`src/rtl/timer_clk_prescaler.sv`:
```
// timer_clk_prescaler: count strobe for the 8-bit timer from a pclk divider or a synchronised external event
module timer_clk_prescaler #(
  parameter int SYNC_STAGES = 2,
  parameter bit EXT_EDGE = 1'b0
) (
  input  logic       pclk,
  input  logic       preset,
  input  logic       en_i,
  input  logic [1:0] cks_i,
  input  logic       ext_sel_i,
  input  logic       ext_clk_i,
  output logic       tick_o,
  output logic [3:0] div_cnt_o
);
  logic [1:0] cks_q;
  logic ext_sel_q;
  logic [SYNC_STAGES-1:0] sync;
  logic hist;
  logic [3:0] n_m1;
  logic cfg_chg, det, wrap;
  assign n_m1 = 4'((5'd2 << cks_i) - 5'd1);
  assign cfg_chg = (cks_i != cks_q) | (ext_sel_i != ext_sel_q);
  assign det = EXT_EDGE ? (~sync[SYNC_STAGES-1] & hist) : (sync[SYNC_STAGES-1] & ~hist);
  assign wrap = div_cnt_o == n_m1;
  // Synchroniser runs even while disabled so re-enabling never sees a stale edge.
  always_ff @(posedge pclk) begin
    if (preset) begin
      cks_q <= 2'b00;
      ext_sel_q <= 1'b0;
      sync <= '0;
      hist <= 1'b0;
      tick_o <= 1'b0;
      div_cnt_o <= 4'd0;
    end else begin
      cks_q <= cks_i;
      ext_sel_q <= ext_sel_i;
      sync <= {sync[SYNC_STAGES-2:0], ext_clk_i};
      hist <= sync[SYNC_STAGES-1];
      if (!en_i || cfg_chg) begin
        tick_o <= 1'b0;
        div_cnt_o <= 4'd0;
      end else if (ext_sel_i) begin
        tick_o <= det;
        div_cnt_o <= 4'd0;
      end else begin
        tick_o <= wrap;
        div_cnt_o <= wrap ? 4'd0 : div_cnt_o + 4'd1;
      end
    end
  end
endmodule

```
`config.mk`:
```
export PLATFORM = sky130hd
export DESIGN_NAME = timer_clk_prescaler
export DESIGN_NICKNAME = d
export VERILOG_FILES = /design/src/rtl/timer_clk_prescaler.sv
export SDC_FILE = /design/constraint.sdc
export NUM_CORES = 1
export LEC_CHECK = 0
export ABC_AREA = 1
export CAP_MARGIN = 5
export CORE_AREA = 2 2 39 41
export DETAILED_ROUTE_END_ITERATION = 10
export DIE_AREA = 0 0 41 43
export GPL_ROUTABILITY_DRIVEN = 0
export MAX_ROUTING_LAYER = met4
export PLACE_DENSITY = 0.68
export SYNTH_ARGS = -nofsm -noshare
export SYNTH_HDL_FRONTEND = slang
export SYNTH_SLANG_ARGS = --single-unit
```
`constraint.sdc`:
```
create_clock -name pclk -period 1 [get_ports pclk]
set_clock_uncertainty 0.1 [all_clocks]
set_input_delay 0.25 -clock pclk [delete_from_list [all_inputs] [get_ports pclk]]
set_output_delay 0.25 -clock pclk [all_outputs]
set_load 0.02 [all_outputs]
```
==> metrics.txt, run 1 <==
status complete, but fails checks; failing checks setup timing; Pwr Total around 0.00083 W; share of cells above drive strength 1 0.3516; Hold Path Stages 2; Max IR drop VDD 647.2 uV; area of the multi-input gates 220.2 um2; hold crit path type flip-flop to flip-flop; buffer and inverter count on the worst path 1; initial antenna violation count 0; CTS tree yes; DRC Markers 0; Core Footprint 1384 um2; clock root cell clkbuf_4; delay-heaviest family, CP simple AND/OR/NAND/NOR gates; Via density 4.187; Worst EP arrival 1.26 ns; WL/cell 8.486 um; Period minus WS final 1.195 ns; Synth area leader dfxtp_1; final max-slew violation count 0; Yosys cell types 14; syn avg cell area between 7 and 8 um2; slew margin rel. 0.8947; share of the synthesized area in the top cell type 0.4744; worst hold path endpoint sync[1]$_SDFF_PP0_; f_max around 840 MHz; cell with the largest stage delay on the worst path dfxtp_4; Setup CP Type flip-flop to flip-flop; RR Endpoint div_cnt_o[2]$_SDFF_PP0_; Cells after Synth 66; Final period util 1.195; crit path cell chain buf_6, or2_0, nand2_1, nand3_2, nand3_4, nor2_1; crit-path max FO 4; pwr/cell area about 1100 nW/um2; Fin Setup TNS -1.326 ns; die width between 40 and 50 um; via count approximately 450; HPWL Detailed about 700 um; Setup Viol. Count Final 10; Area Growth Syn to Fin 57.68%; global route total overflow 0; Leak 0.3502 nW; hold_sp sync[0]$_SDFF_PP0_; first-pass GRT wire length 1545 um; initial DRC count 2; startpoint type of the worst setup path flip-flop; Synth area leaders dfxtp_1 47%, nand2_1 13%, nor2_1 11%, inv_1 9.7%, nand3_1 4.3%; Initial Utilization 0.3354; cell area after synthesis 464.2 um2; Reg clk slew, reported paths 0.08 ns; number of global-route vias before repair 407; cts hold-fix bufs 0; post-synth net total 74; R2R Setup Slk -0.20 ns; FF-to-FF path depth 6; Max Buffers Root-to-Sink 2; WP data required 1.07 ns; post-synthesis sequential area ratio 0.4744; WHS 0.3110 ns; Max-Cap Viols 0; die area 1763 um2; antenna viol nets, final 0; largest net degree at the start of global routing 8; Setup WS post-layout -0.1954 ns; H-Tree Depth 1; final hold vios 0; diode count 0; Layout Nets 100; routed wire length 908 um; height of the die 43 um; Num CTS Buffers 3; DP Worst Slack -0.5166 ns; RSZ-0062 raised after global routing true; CP Capture Type flip-flop; clock sinks 11; Reg area 231.5 um2; Buffers on Ports 11; Global Route Usage Sum 0.1364; Synth Register Bits 11; # rows 14; YS warnings 0; drt first pass iters 3; max incr delay on CP 0.35 ns; Worst Tran Pin Value 0.1563 ns; I/O pins 12; R2R Path Start div_cnt_o[2]$_SDFF_PP0_; fill count between 100 and 150; clk_lat worst skew 0.27 ns
==> area by class of cell <==
| type | instances | share of cell area |
|---|---|---|
| sequential | 11 | 0.3162 |
| multi-input combinational | 42 | 0.3009 |
| inverter | 13 | 0.06667 |
| clock inverter | 1 | 0.006838 |
| tap | 16 | 0.02735 |
| timing repair buffer | 21 | 0.2513 |
| clock buffer | 3 | 0.03077 |
==> cell families after synthesis <==
group                      synth area share
DFF                                  0.4744
xor gates and xnor gates            0.03774
and+or+nand+nor                      0.3343
adders and majority gates           0.02695
buffers and inverters                0.1051
AOI/OAI and AO/OA                   0.02154
==> layer usage <==
layer / up-vias / wire length (um) / track usage
met3: 2 / 19 / 0.04712
met5: - / 0 / -
met4: 0 / 14 / 0.1000
met1: 195 / 411 / 0.1564
li1: 245 / - / -
met2: 6 / 463 / 0.1875
==> synthesized netlist by cell type (all sizes together) <==
master  instances
nand2          16
nor2           15
inv            13
dfxtp          11
nand3           5
a21oi           1
ha              1
o21ai           1
or2             1
xnor2           1
xor2            1
==> per-stage QoR <==
stage / util / area, um2 / instances
after detailed placement: 0.4837 / 669.4 / 101
final: 0.5289 / 732.0 / 107
after floorplan: - / 479.2 / 66
after global placement: 0.4837 / 669.4 / 101
after global routing: 0.5289 / 732.0 / 107
after CTS: 0.5145 / 711.9 / 107
==> state kept, by name (all words and copies together), names as in the netlist <==
register	count
cks_q	2
div_cnt_o	4
ext_sel_q	1
hist	1
sync	2
tick_o	1
==> report_power, final <==
part / internal, W / total, W / switching, W
clock: 0.000148 / 0.000297 / 0.000149
combinational: 0.0000427 / 0.0000853 / 0.0000426
sequential: 0.000445 / 0.000449 / 0.00000417
==> layout by cell type (no fill, tap or decap), types with 2 or more instances in the layout <==
cell / instances
inv_1: 11
dfxtp_4: 2
dlygate4sd2_1: 4
nand3_1: 3
inv_2: 2
clkdlybuf4s50_1: 2
nand2_1: 15
nor2_1: 12
buf_4: 9
dfxtp_2: 3
nor2_2: 2
clkbuf_4: 3
dfxtp_1: 6
buf_6: 5
==> repair_timing <==
action / in CTS / in global routing
pin swaps: 6 / 6
setup buffers: 2 / 0
gates resized for setup: 34 / 6
setup endpoints to repair: 10 / 10
==> how the worst max path moves through the flow <==
stage | startpoint | slack, ns | to | cells past startpoint
2_1_floorplan | div_cnt_o[2]$_SDFF_PP0_ | -0.04 | div_cnt_o[0]$_SDFF_PP0_ | 5
3_3_place_gp | cks_i[0] | -0.54 | div_cnt_o[3]$_SDFF_PP0_ | 7
3_5_place_dp | cks_i[0] | -0.52 | div_cnt_o[3]$_SDFF_PP0_ | 7
4_1_cts | div_cnt_o[2]$_SDFF_PP0_ | -0.20 | div_cnt_o[3]$_SDFF_PP0_ | 6
5_1_grt | div_cnt_o[2]$_SDFF_PP0_ | -0.26 | div_cnt_o[2]$_SDFF_PP0_ | 6
6_report | div_cnt_o[2]$_SDFF_PP0_ | -0.20 | div_cnt_o[2]$_SDFF_PP0_ | 6
==> worst min-delay path, delay by kind of cell (launching register included) <==
family / cells / cell delay (ns)
simple gates: 1 / 0.03
flops: 1 / 0.30
buf+inv: 1 / 0.04
No activity file was read; power rests on OpenSTA's default activity.
==> run 2: changes to the inputs <==
Settings changed: CTS_CLUSTER_SIZE set to 30.
==> results of run 2 <==
No change in the layout: final DEF, timing and power equal those of run 1.
==> run 3: changes to the inputs <==
Settings changed: SLEW_MARGIN set to 0.
==> results of run 3 <==
No change in the layout: final DEF, timing and power equal those of run 1.
